File: config.mk
export PLATFORM = sky130hd
export DESIGN_NAME = rsa_fifo_bridge
export DESIGN_NICKNAME = d
export VERILOG_FILES = /design/src/rtl/rsa_bridge_pkg.sv /design/src/rtl/rsa_word_packer.sv /design/src/rtl/rsa_fifo_bridge.sv
export SDC_FILE = /design/constraint.sdc
export NUM_CORES = 1
export LEC_CHECK = 0
export CAP_MARGIN = 20
export CORE_AREA = 8 8 221 223
export DETAILED_ROUTE_END_ITERATION = 10
export DIE_AREA = 0 0 229 231
export HOLD_SLACK_MARGIN = 0.06
export PLACE_DENSITY = 0.77
export SYNTH_ARGS = -nofsm -noshare
export SYNTH_HDL_FRONTEND = slang
export SYNTH_SLANG_ARGS = --single-unit
export TNS_END_PERCENT = 10
File: constraint.sdc
create_clock -name HCLK -period 2.4 [get_ports HCLK]
set_input_delay 0.48 -clock HCLK [delete_from_list [all_inputs] [get_ports HCLK]]
set_output_delay 0.48 -clock HCLK [all_outputs]
set_load 0.02 [all_outputs]
File: src/rtl/rsa_bridge_pkg.sv
// Shared constants and FSM encoding for the RSA FIFO bridge.
// The optional BUSY watchdog is enabled by defining RSA_BRIDGE_TIMEOUT_EN.
package rsa_bridge_pkg;

  localparam int K_DEFAULT = 128;
  localparam int W_DEFAULT = K_DEFAULT / 32;

  typedef enum logic [2:0] {
    ST_IDLE   = 3'd0,
    ST_LOAD   = 3'd1,
    ST_START  = 3'd2,
    ST_BUSY   = 3'd3,
    ST_UNLOAD = 3'd4,
    ST_DONE   = 3'd5
  } state_t;

  function automatic int words_of(input int k);
    return k / 32;
  endfunction

endpackage

File: src/rtl/rsa_word_packer.sv
// Shifts 32-bit FIFO words into the three K-bit operands and shifts the
// K-bit engine result back out as 32-bit words, least-significant first.
module rsa_word_packer
  import rsa_bridge_pkg::*;
#(
  parameter int K = K_DEFAULT
) (
  input  logic         i_clk,
  input  logic         i_rst,
  input  logic         i_shift_in,
  input  logic [31:0]  i_word,
  input  logic         i_load_out,
  input  logic [K-1:0] i_result,
  input  logic         i_shift_out,
  output logic [K-1:0] o_base,
  output logic [K-1:0] o_exp,
  output logic [K-1:0] o_mod,
  output logic [31:0]  o_word
);

  logic [3*K-1:0] r_in;
  logic [K-1:0]   r_out;

  // Words enter at the top, so after 3*W shifts the first word sits at bit 0
  // and the stream splits naturally into base | exp | mod.
  always_ff @(posedge i_clk) begin
    if (i_rst) begin
      r_in  <= '0;
      r_out <= '0;
    end else begin
      if (i_shift_in) r_in <= {i_word, r_in[3*K-1:32]};
      if (i_load_out) r_out <= i_result;
      else if (i_shift_out) r_out <= r_out >> 32;
    end
  end

  assign o_base = r_in[K-1:0];
  assign o_exp  = r_in[2*K-1:K];
  assign o_mod  = r_in[3*K-1:2*K];
  assign o_word = r_out[31:0];

endmodule

File: src/rtl/rsa_fifo_bridge.sv
// Sequences operand loading from a FIFO into an RSA engine and unloads the result.
// Optional BUSY watchdog (sticky err, all-ones result) with RSA_BRIDGE_TIMEOUT_EN.
module rsa_fifo_bridge
  import rsa_bridge_pkg::*;
#(
  parameter int K       = K_DEFAULT,
  parameter int TIMEOUT = 65535
) (
  input  logic         HCLK,
  input  logic         HRESET,
  input  logic         rsa_start,
  output logic         rsa_finish,
  output logic         frd_rdy,
  input  logic         frd_vld,
  input  logic [31:0]  frd_dat,
  output logic         bwr_vld,
  input  logic         bwr_rdy,
  output logic [31:0]  bwr_dat,
  output logic         eng_start,
  output logic [K-1:0] eng_base,
  output logic [K-1:0] eng_exp,
  output logic [K-1:0] eng_mod,
  input  logic         eng_done,
  input  logic [K-1:0] eng_result,
  output logic         busy,
  output logic         err,
  output state_t       dbg_state
);

  localparam int W   = words_of(K);
  localparam int PCW = $clog2(3*W + 1);
  localparam int UCW = $clog2(W + 1);

  if ((K % 32) != 0 || K < 32 || TIMEOUT < 1) begin : g_param_check
    $error("rsa_fifo_bridge: K must be a positive multiple of 32 and TIMEOUT >= 1");
  end

  state_t           r_state;
  logic             r_armed;
  logic [PCW-1:0]   r_pop_cnt;
  logic [UCW-1:0]   r_push_cnt;
  logic             r_frd_rdy;
  logic             r_bwr_vld;
  logic             r_eng_start;
  logic             r_finish;
  logic             w_pop;
  logic             w_push;
  logic             w_load;
  logic             w_timeout;
  logic [K-1:0]     w_load_val;

  // Valid/ready: a word moves only in a cycle where both are high; the bridge
  // never drops rdy/vld once raised until that transfer happens. Reset masks
  // both handshake outputs at once so no transfer completes on the reset edge.
  assign frd_rdy = r_frd_rdy & ~HRESET;
  assign bwr_vld = r_bwr_vld & ~HRESET;
  assign w_pop   = frd_rdy & frd_vld;
  assign w_push  = bwr_vld & bwr_rdy;

`ifdef RSA_BRIDGE_TIMEOUT_EN
  localparam int TW = $clog2(TIMEOUT + 1);
  logic [TW-1:0] r_tmo_cnt;
  logic          r_err;
  assign w_timeout  = (r_state == ST_BUSY) && !eng_done && (r_tmo_cnt == TW'(TIMEOUT - 1));
  assign w_load_val = eng_done ? eng_result : {K{1'b1}};
  assign err        = r_err;
`else
  assign w_timeout  = 1'b0;
  assign w_load_val = eng_result;
  assign err        = 1'b0;
`endif

  assign w_load = ((r_state == ST_BUSY) && eng_done) || w_timeout;

  always_ff @(posedge HCLK) begin
    if (HRESET) begin
      r_state     <= ST_IDLE;
      r_armed     <= 1'b1;
      r_pop_cnt   <= '0;
      r_push_cnt  <= '0;
      r_frd_rdy   <= 1'b0;
      r_bwr_vld   <= 1'b0;
      r_eng_start <= 1'b0;
      r_finish    <= 1'b0;
`ifdef RSA_BRIDGE_TIMEOUT_EN
      r_tmo_cnt   <= '0;
      r_err       <= 1'b0;
`endif
    end else begin
      if (!rsa_start) r_armed <= 1'b1;
      r_finish <= 1'b0;
      case (r_state)
        ST_IDLE: begin
          if (rsa_start && r_armed) begin
            r_state   <= ST_LOAD;
            r_armed   <= 1'b0;
            r_frd_rdy <= 1'b1;
            r_pop_cnt <= '0;
`ifdef RSA_BRIDGE_TIMEOUT_EN
            r_err     <= 1'b0;
`endif
          end
        end
        ST_LOAD: begin
          if (w_pop) begin
            if (r_pop_cnt == PCW'(3*W - 1)) begin
              r_pop_cnt   <= '0;
              r_frd_rdy   <= 1'b0;
              r_eng_start <= 1'b1;
              r_state     <= ST_START;
            end else begin
              r_pop_cnt <= r_pop_cnt + 1'b1;
            end
          end
        end
        ST_START: begin
          r_eng_start <= 1'b0;
          r_state     <= ST_BUSY;
`ifdef RSA_BRIDGE_TIMEOUT_EN
          r_tmo_cnt   <= '0;
`endif
        end
        ST_BUSY: begin
          if (w_load) begin
            r_state    <= ST_UNLOAD;
            r_bwr_vld  <= 1'b1;
            r_push_cnt <= '0;
`ifdef RSA_BRIDGE_TIMEOUT_EN
            if (w_timeout) r_err <= 1'b1;
          end else begin
            r_tmo_cnt <= r_tmo_cnt + 1'b1;
`endif
          end
        end
        ST_UNLOAD: begin
          if (w_push) begin
            if (r_push_cnt == UCW'(W - 1)) begin
              r_push_cnt <= '0;
              r_bwr_vld  <= 1'b0;
              r_finish   <= 1'b1;
              r_state    <= ST_DONE;
            end else begin
              r_push_cnt <= r_push_cnt + 1'b1;
            end
          end
        end
        ST_DONE:  r_state <= ST_IDLE;
        default:  r_state <= ST_IDLE;
      endcase
    end
  end

  rsa_word_packer #(.K(K)) u_packer (
    .i_clk       (HCLK),
    .i_rst       (HRESET),
    .i_shift_in  (w_pop),
    .i_word      (frd_dat),
    .i_load_out  (w_load),
    .i_result    (w_load_val),
    .i_shift_out (w_push),
    .o_base      (eng_base),
    .o_exp       (eng_exp),
    .o_mod       (eng_mod),
    .o_word      (bwr_dat)
  );

  assign eng_start  = r_eng_start;
  assign rsa_finish = r_finish;
  assign busy       = (r_state != ST_IDLE);
  assign dbg_state  = r_state;

endmodule

; ---- After elaboration in Yosys (flattened, before gate mapping)
; Index checks and enable logic that the tools add are counted.
; Widths: inputs -> output; s select.
[totals]
ff_bits = 527
word_cells = 78
[op_classes]
add_sub_neg = 2
eq_ne = 12
muxes = 32
bitwise_logic = 7
reduce_logical = 15
[ops]
columns = operator, n
row1 = $mux 128, 2
row2 = $mux 3, 9
row3 = $pmux 3 s5, 1
row4 = $mux 1, 12
row5 = $mux 4, 3
row6 = $eq 3x2->1 const B, 3
row7 = $reduce_and 3->1, 3
row8 = $pmux 4 s2, 1
row9 = $reduce_and 4->1, 2
row10 = $reduce_bool 2->1, 4
row11 = $ne 2x1->1 const B, 3
row12 = $ne 2x2->1 const B, 3
row13 = $pmux 1 s2, 3
row14 = $pmux 3 s2, 1
row15 = $reduce_and 6->1, 1
row16 = $add 4x1->4 const B, 1
row17 = $and 1x1->1, 4
row18 = $eq 4x4->1 const B, 1
row19 = $add 3x1->3 const B, 1
row20 = $eq 3x1->1 const B, 1
row21 = $eq 3x3->1 const B, 1
row22 = $logic_not 3->1, 1
row23 = $not 1->1, 3
row24 = $reduce_bool 3->1, 1
row25 = 2 further kinds, 3

; ---- Longest topological paths before layout
; Gate-level depths: netlist (run 1).
[depth]
depth_word = 5
depth_mapped = 7
mapped_depth_nobuf = 5

; ---- Hierarchy
; Synthesis (run 1) repeated with hierarchy kept, for this count alone.
[hier_totals]
hier_cells = 1937
hier_area_um2 = 20258.2
[by_module_without_submodules]
columns = mod, instances, cells_each, area_each_um2
row1 = rsa_word_packer, 1, 1839, 19437.4
row2 = rsa_fifo_bridge, 1, 98, 820.8

; ---- Worst setup path before layout (run 1)
; OpenSTA, ideal clock, no wires.
[synth_timing]
path_type = input to output
start = input HRESET
end = output bwr_vld
arrival_time_ns = 1.254
required_time_ns = 1.920
path_slack_ns = 0.666
path_stages = 4
cell_sequence = buf_4 -> buf_2 -> buf_2 -> nor2b_1
[synth_between]
elab_chain_len = 2
[synth_lines]
columns = element, line_no
row1 = from (decl), rsa_fifo_bridge.sv:10  ; input logic HRESET,
row2 = $not 1->1, rsa_fifo_bridge.sv:56  ; assign bwr_vld = r_bwr_vld & ~HRESET;
row3 = $and 1x1->1, rsa_fifo_bridge.sv:56
row4 = to (decl), rsa_fifo_bridge.sv:16  ; output logic bwr_vld,
; No other way between the ends.

; ---- Worst setup path after layout (run 1)
[layout_timing]
start = register r_state[0] (netlist: dbg_state[0])
end = output dbg_state[0]
[layout_lines]
columns = element, line_no
row1 = from (decl), rsa_fifo_bridge.sv:38  ; state_t r_state;
row2 = from (signal assigned), rsa_fifo_bridge.sv:77  ; r_state <= ST_IDLE;
row3 = from (signal assigned), rsa_fifo_bridge.sv:95  ; r_state <= ST_LOAD;
row4 = from (signal assigned), rsa_fifo_bridge.sv:110  ; r_state <= ST_START;
row5 = to (decl), rsa_fifo_bridge.sv:27  ; output state_t dbg_state
; No word-level cell between the ends.

==> results of run 1 <==
-- metrics by stage --
step           total power, mW  cell area [um2]
2_1_floorplan             10.4            20200
3_3_place_gp              11.3            26500
3_5_place_dp              11.3            26500
4_1_cts                   19.6            28300
5_1_grt                   20.1            28300
6_report                  19.4            28300
-- report_power, final --
part	leakage [nW]	switching [mW]	internal, mW
Combinational	6.56	1.13	0.900
Clock	0.868	3.45	4.87
Sequential	4.25	0.145	8.94
Total	11.7	4.73	14.7
-- synth_stat cells, types with 2 or more instances --
library cell  number  area, um2
a21oi_1            9       45.0
a22oi_1           32        240
a311oi_1          96        841
and3_1             2       12.5
and3b_1            2       17.5
buf_1             23       86.3
buf_2             74        370
buf_4             39        293
buf_6              2       22.5
clkbuf_1          92        345
dfxtp_1          527      10600
ha_1               2       25.0
inv_1              3       11.3
nand2_1          968       3630
nand2b_1           2       12.5
nand3_1            7       35.0
nand3b_1         388       2910
nand4_1            2       12.5
nor2_1           135        507
nor2b_1            3       18.8
nor3b_1            2       15.0
o21ai_1            2       10.0
o32ai_1            2       17.5
or3_1              3       18.8
-- repair_timing --
action                                 4_1_cts  5_1_grt
hold buffers                                 0        0
gates resized for setup                      1        2
setup endpoints to repair                    1        2
endpoints found under the hold margin        0        0
-- cells by family (layout without fill, tap and decap cells) --
group	after synthesis	after routing	share of synthesized area (%)
adder cells (fa/ha/maj)	2	2	0.124
flip-flops	527	527	52.2
multiplexers	2	2	0.105
other	1	4	0.0186
AO/OA/AOI/OAI	146	146	5.91
AND/OR/NAND/NOR	1524	1524	36.1
buffers and inverters	233	754	5.58
-- final timing paths --
path                      from                 end  depth (start not counted)
max reg2reg       dbg_state[2]  u_packer.r_out[75]                          4
max               dbg_state[0]        dbg_state[0]                          2
min                     HRESET        r_pop_cnt[0]                          2
min reg2reg  u_packer.r_in[55]   u_packer.r_in[23]                          2
-- final cells by class --
cell class                 count  area share (%)
sequential                   527            37.3
multi-input combinational   1675            30.2
timing repair buffer         653            23.6
clock buffer                  88            5.93
tap                          600            2.65
clock inverter                10           0.309
inverter                       3          0.0398
antenna                        3          0.0265
-- routing by layer --
layer	up-vias	global-route usage [%]	share of wire, %
li1	8953	-	-
met5	-	0	0
met3	156	7.21	8.1
met4	0	11.2	4.3
met2	775	39.0	47
met1	8842	29.5	41
-- critical path, stage by stage (launching register included) --
cell	delay, ns
dfxtp_1	0.33
buf_4	0.20
clkdlybuf4s50_1	0.66
-- sequential cells by signal (all words and copies together), names as in the netlist --
signal / flops
dbg_state: 3
r_pop_cnt: 4
r_armed: 1
r_frd_rdy: 1
rsa_finish: 1
eng_start: 1
r_bwr_vld: 1
u_packer.r_in: 384
r_push_cnt: 3
u_packer.r_out: 128
==> impl_summary.txt, run 1 <==
----------------------------------------------------
[Critical path]
  Category of the most critical setup path ... flop to output port
  Data required, critical path ... 1.92 ns
  Critical Path Sink Type ... output port
  Reg-to-reg slack, setup ... 0.65 ns
  Worst-path maximum fanout ... 16
  Sort of element at the start of the critical path ... flop
  Crit path DAT ... 1.78 ns

[Placement]
  Estimated wirelength of the detail-placed design ... 48.6 mm
  Port buffer count ... around 590
  Placed cell count ... 3458
  GPL Wtd Cong ... 0.861
  Worst slack, placed ... 0.206 ns

[Clock tree]
  Later-pin clock latency in the skew report ... 0.60 ns
  Clock slew at the register clock pins of the worst setup and hold paths ... approximately 0.06 ns
  Clock buffer depth ... 3
  Inserted Clock Buffers ... between 50 and 60
  TritonCTS clock tree ... yes
  Number of sinks driven by the clock tree ... 527
  Number of levels the H-tree was split into ... 2
  Root cell of the clock tree ... clkbuf_16
  Post-CTS Setup Bufs ... 0

[STA]
  Final setup vio count ... 0
  Final-report max-slew violation count ... 0
  Final count of hold timing violations ... 0
  Worst max-slew margin expressed relative to the limit ... between 30% and 40%
  Tmin final ... approximately 2.3 ns
  RSZ-0062 raised after global routing ... false
  Minimum setup slack in the final design ... roughly 0.14 ns
  Final clock period utilization by the worst path ... around 94%
  Actual transition at the worst max-transition pin ... 0.992 ns
  Worst-case hold slack ... around 0.16 ns
  Worst-case clock skew ... ~0.016 ns
  Setup TNS ... 0 ns
  Maximum clock rate ... around 0.44 GHz

[Floorplanning]
  Total number of placement rows ... between 70 and 80
  Area of the core region ... around 45000 um2
  Number of primary I/O pins ... between 500 and 600
  Die area ... approximately 53000 um2
  Chip Height ... between 200 and 250 um
  Initial standard-cell utilization of the core ... 44.8%
  X dimension of the die ... between 200 and 250 um

[Synth]
  Number of standard cells after synthesis ... 2435
  Synthesized area per cell ... 8.30 um2
  EDFF count, synth ... 0
  Share of the yosys chip area belonging to registers ... approximately 52%
  Post-synth ARST share ... 0%
  Ys Warns ... 0
  Post-synthesis register bit count ... 527
  Total nets after synthesis ... around 2.6k
  Most common flop cell mapped by yosys ... dfxtp_1
  Post-synth design cell area ... between 20000 and 25000 um2
  Number of different library cells in the post-synthesis netlist ... 42

[GRT]
  Via count of the first global-routing pass ... approximately 18k
  Initial antenna violation count ... 3
  Overflow left after global routing ... 0
  Wire length of the first global-routing pass ... about 100 mm
  Pin count of the biggest net entering global routing ... between 200 and 250
  Global router's overall resource usage ... 24.1%

[Route]
  Routed length per placed instance ... between 15 and 20 um
  Detailed Route WL ... a little under 70 mm
  DR vias ... between 15k and 20k
  Routed via count divided by cell count ... approximately 5.3
  Number of optimization iterations in the first detailed-route pass ... 8
  Drc violations ... 0
  Final antenna-violating net count ... 0
  Initial DRC Count ... ~1.6k

[Cells and area]
  Final layout net count ... 3082
  Fill count ... ~3.7k
  Share of final-layout standard cells stronger than drive strength 1 ... about 5.3%
  FF+latch area ... 10600 um2
  Multi-input combinational cell area ... 8550 um2
  Leading cell types in the layout, fill and taps excluded ... nand2_1, clkdlybuf4s50_1, dfxtp_1, nand3b_1, nor2_1
  Signed area change from the synthesized netlist to the final layout ... 40.1%
  Leading cell type in the layout, fill and taps excluded ... nand2_1
  Utilization of the core after routing ... between 60% and 70%
  Number of standard cells in the final layout excluding fillers ... between 3k and 4k

[Flow run]
  Maximum capacitance violations ... 0

[Power and ir drop]
  Leakage dissipation ... approximately 12 nW
  Peak supply drop ... 0.504 mV
  Power per cell area ... 686 nW/um2

[Worst hold path]
  Hold Crit Class ... input port to flop

[Status]
  Run status ... complete, no violations

----------------------------------------------------
Note: power is estimated with default switching activity, not from simulation.
==> run 2, diff against run 1 <==
--- a/config.mk
+++ b/config.mk
@@ -6,11 +6,11 @@
 export NUM_CORES = 1
 export LEC_CHECK = 0
 export CAP_MARGIN = 20
-export CORE_AREA = 8 8 221 223
+export CORE_MARGIN = 8
+export CORE_UTILIZATION = 43
 export DETAILED_ROUTE_END_ITERATION = 10
-export DIE_AREA = 0 0 229 231
 export HOLD_SLACK_MARGIN = 0.06
-export PLACE_DENSITY = 0.77
+export PLACE_DENSITY = 0.78
 export SYNTH_ARGS = -nofsm -noshare
 export SYNTH_HDL_FRONTEND = slang
 export SYNTH_SLANG_ARGS = --single-unit
==> constraint.sdc (replaced) <==
create_clock -name HCLK -period 1.98 [get_ports HCLK]
set_input_delay 0.396 -clock HCLK [delete_from_list [all_inputs] [get_ports HCLK]]
set_output_delay 0.396 -clock HCLK [all_outputs]
set_load 0.02 [all_outputs]
==> run 2 against run 1 <==
Effect of this change:
- global-route usage fell by 0.87 points
- total power increased by 22%
- count of clock-buffer cells in the layout decreased by 3
- sequential share of layout area grew 0.16 points
- critical path depth decreased by 1
- register-to-register slack worse by 0.35 ns
- routed wire length is 1.4% lower
- cell count up 0.70%
- critical path type unchanged
==> impl_summary.txt, run 2 (synthesis gave the netlist of run 1 again) <==
----------------------------------------------------
[GRT]
  Overflow left after global routing ... 0
  Global router's overall resource usage ... roughly a quarter
  Pin count of the biggest net entering global routing ... between 200 and 300
  Initial antenna violation count ... 0
  Wire length of the first global-routing pass ... around 100 mm
  Via count of the first global-routing pass ... between 15k and 20k

[STA]
  RSZ-0062 raised after global routing ... false
  Actual transition at the worst max-transition pin ... 1.06 ns
  Final clock period utilization by the worst path ... 98.3%
  Tmin final ... just under 2 ns
  Final-report max-slew violation count ... 0
  Worst-case clock skew ... 0.0110 ns
  Worst max-slew margin expressed relative to the limit ... just under 30%
  Final count of hold timing violations ... 0
  Maximum clock rate ... between 0.5 and 0.6 GHz
  Final setup vio count ... 0

[Route]
  Detailed Route WL ... between 60 and 70 mm
  Final antenna-violating net count ... 0
  DR vias ... ~19k
  Drc violations ... 0
  Initial DRC Count ... roughly 1.5k
  Routed via count divided by cell count ... 5.21
  Routed length per placed instance ... ~19 um
  Number of optimization iterations in the first detailed-route pass ... 7

[Clock tree]
  Root cell of the clock tree ... clkbuf_16
  Number of sinks driven by the clock tree ... around 530
  Inserted Clock Buffers ... 54
  Post-CTS Setup Bufs ... 0
  TritonCTS clock tree ... yes
  Later-pin clock latency in the skew report ... approximately 0.58 ns
  Number of levels the H-tree was split into ... 2
  Clock slew at the register clock pins of the worst setup and hold paths ... about 0.060 ns
  Clock buffer depth ... 3

[Floorplanning]
  Total number of placement rows ... 79
  Area of the core region ... 46500 um2
  Number of primary I/O pins ... about 590
  Initial standard-cell utilization of the core ... between 40% and 50%
  X dimension of the die ... 233 um
  Die area ... 54200 um2
  Chip Height ... about 230 um

[Status]
  Run status ... complete, no violations

[Placement]
  Estimated wirelength of the detail-placed design ... roughly 48 mm
  Instance area after placement ... 26800 um2
  Port buffer count ... roughly 590
  GPL Wtd Cong ... around 0.86

[Power and ir drop]
  Fraction of power consumed by sequential logic ... around 46%
  Total power after layout ... ~24 mW
  Combinational group share of total power ... 10.5%
  Portion of total power attributed to the clock network ... between 40% and 50%
  Internal Pwr Total ... around 18 mW
  Power per cell area ... 841 nW/um2
  Switching power total ... approximately 5.7 mW
  Leakage dissipation ... approximately 14 nW
  Net switching share of the total power ... between 20% and 30%
  Peak supply drop ... just under 0.7 mV

[Critical path]
  Sort of element at the start of the critical path ... flop
  Crit path max-delay cell type ... clkdlybuf4s50_1
  Critical Path Sink Type ... output port
  Maximum single-stage delay on the critical path ... 0.63 ns
  Kind of cell with the highest combined delay on the critical path ... buffers and inverters
  Cells along the critical path ... clkdlybuf4s50_1
  Data required, critical path ... 1.58 ns
  Reg-to-reg slack, setup ... approximately 0.3 ns
  Category of the most critical setup path ... flop to output port
  Worst-path maximum fanout ... 2
  Critical path buffers and inverters ... 1
  Crit path DAT ... 1.55 ns

[Cells and area]
  Largest register FFs ... 384
  Leading cell types in the layout, fill and taps excluded ... nand2_1, dfxtp_1, nand3b_1, dlygate4sd2_1, clkdlybuf4s50_1
  Leading cell type in the layout, fill and taps excluded ... nand2_1
  Final layout net count ... 3102
  Register with the most flip-flops ... u_packer.r_in
  Share of final-layout standard cells stronger than drive strength 1 ... under 10%
  Ant diodes ... 0
  Post-route cell area ... 28200 um2
  Signed area change from the synthesized netlist to the final layout ... 39.5%
  Largest regs ... u_packer.r_in (384), u_packer.r_out (128), r_pop_cnt (4)

[Worst hold path]
  Hold Crit Class ... input port to flop

[Flow run]
  Maximum capacitance violations ... 0

----------------------------------------------------
[run 2: area by class of cell]
class	instances	area (um2)
clock buffers	85	1720
fillers	3946	18300
well taps	607	759
flip-flops and latches	527	10600
clock inverters	14	105
repair buffers	673	6510
multi-input cells	1675	8550
inverters	3	11.3
[run 2: power by group through the flow]
stage	Clock (mW)	Sequential [mW]	Combinational, mW
after global routing	10.9	11.0	2.68
after global placement	0	11.2	2.53
after detailed placement	0	11.2	2.58
after floorplan	0	11.4	1.22
after CTS	10.4	11.0	2.50
final	10.2	11.0	2.49
[run 2: stage by stage]
step                      setup WS (ns)  hold WS (ns)  utilization (%)  setup TNS (ns)  cells
after floorplan                   0.348         0.449                -               0   2435
after global placement          -0.0570         0.438             57.7         -0.0570   3484
after detailed placement        -0.0919         0.442             57.7          -0.183   3484
after CTS                       -0.0677         0.271             60.6         -0.0677   3584
after global routing            0.00112         0.297             60.7               0   3584
final                            0.0343         0.303             60.7               0   3584
[run 2: metal layers]
layer	global-route usage [%]	part of all wire (%)	up-vias
li1	-	-	8994
met1	28.7	40	8854
met2	38.3	48	699
met3	6.20	8.4	129
met4	9.36	3.6	0
met5	0	0	-
[run 2: final timing paths]
path,from,endpoint,cells after the start
hold / removal,HRESET,r_bwr_vld,3
hold reg to reg,u_packer.r_in[87],u_packer.r_in[55],2
setup / recovery,u_packer.r_out[9],bwr_dat[9],1
setup reg to reg,dbg_state[2],r_frd_rdy,6
[run 2: what timing repair did]
item,CTS,global route
endpoints found under the setup margin,377,24
hold buffers,1,0
endpoints found under the hold margin,1,0
resized for setup,379,26
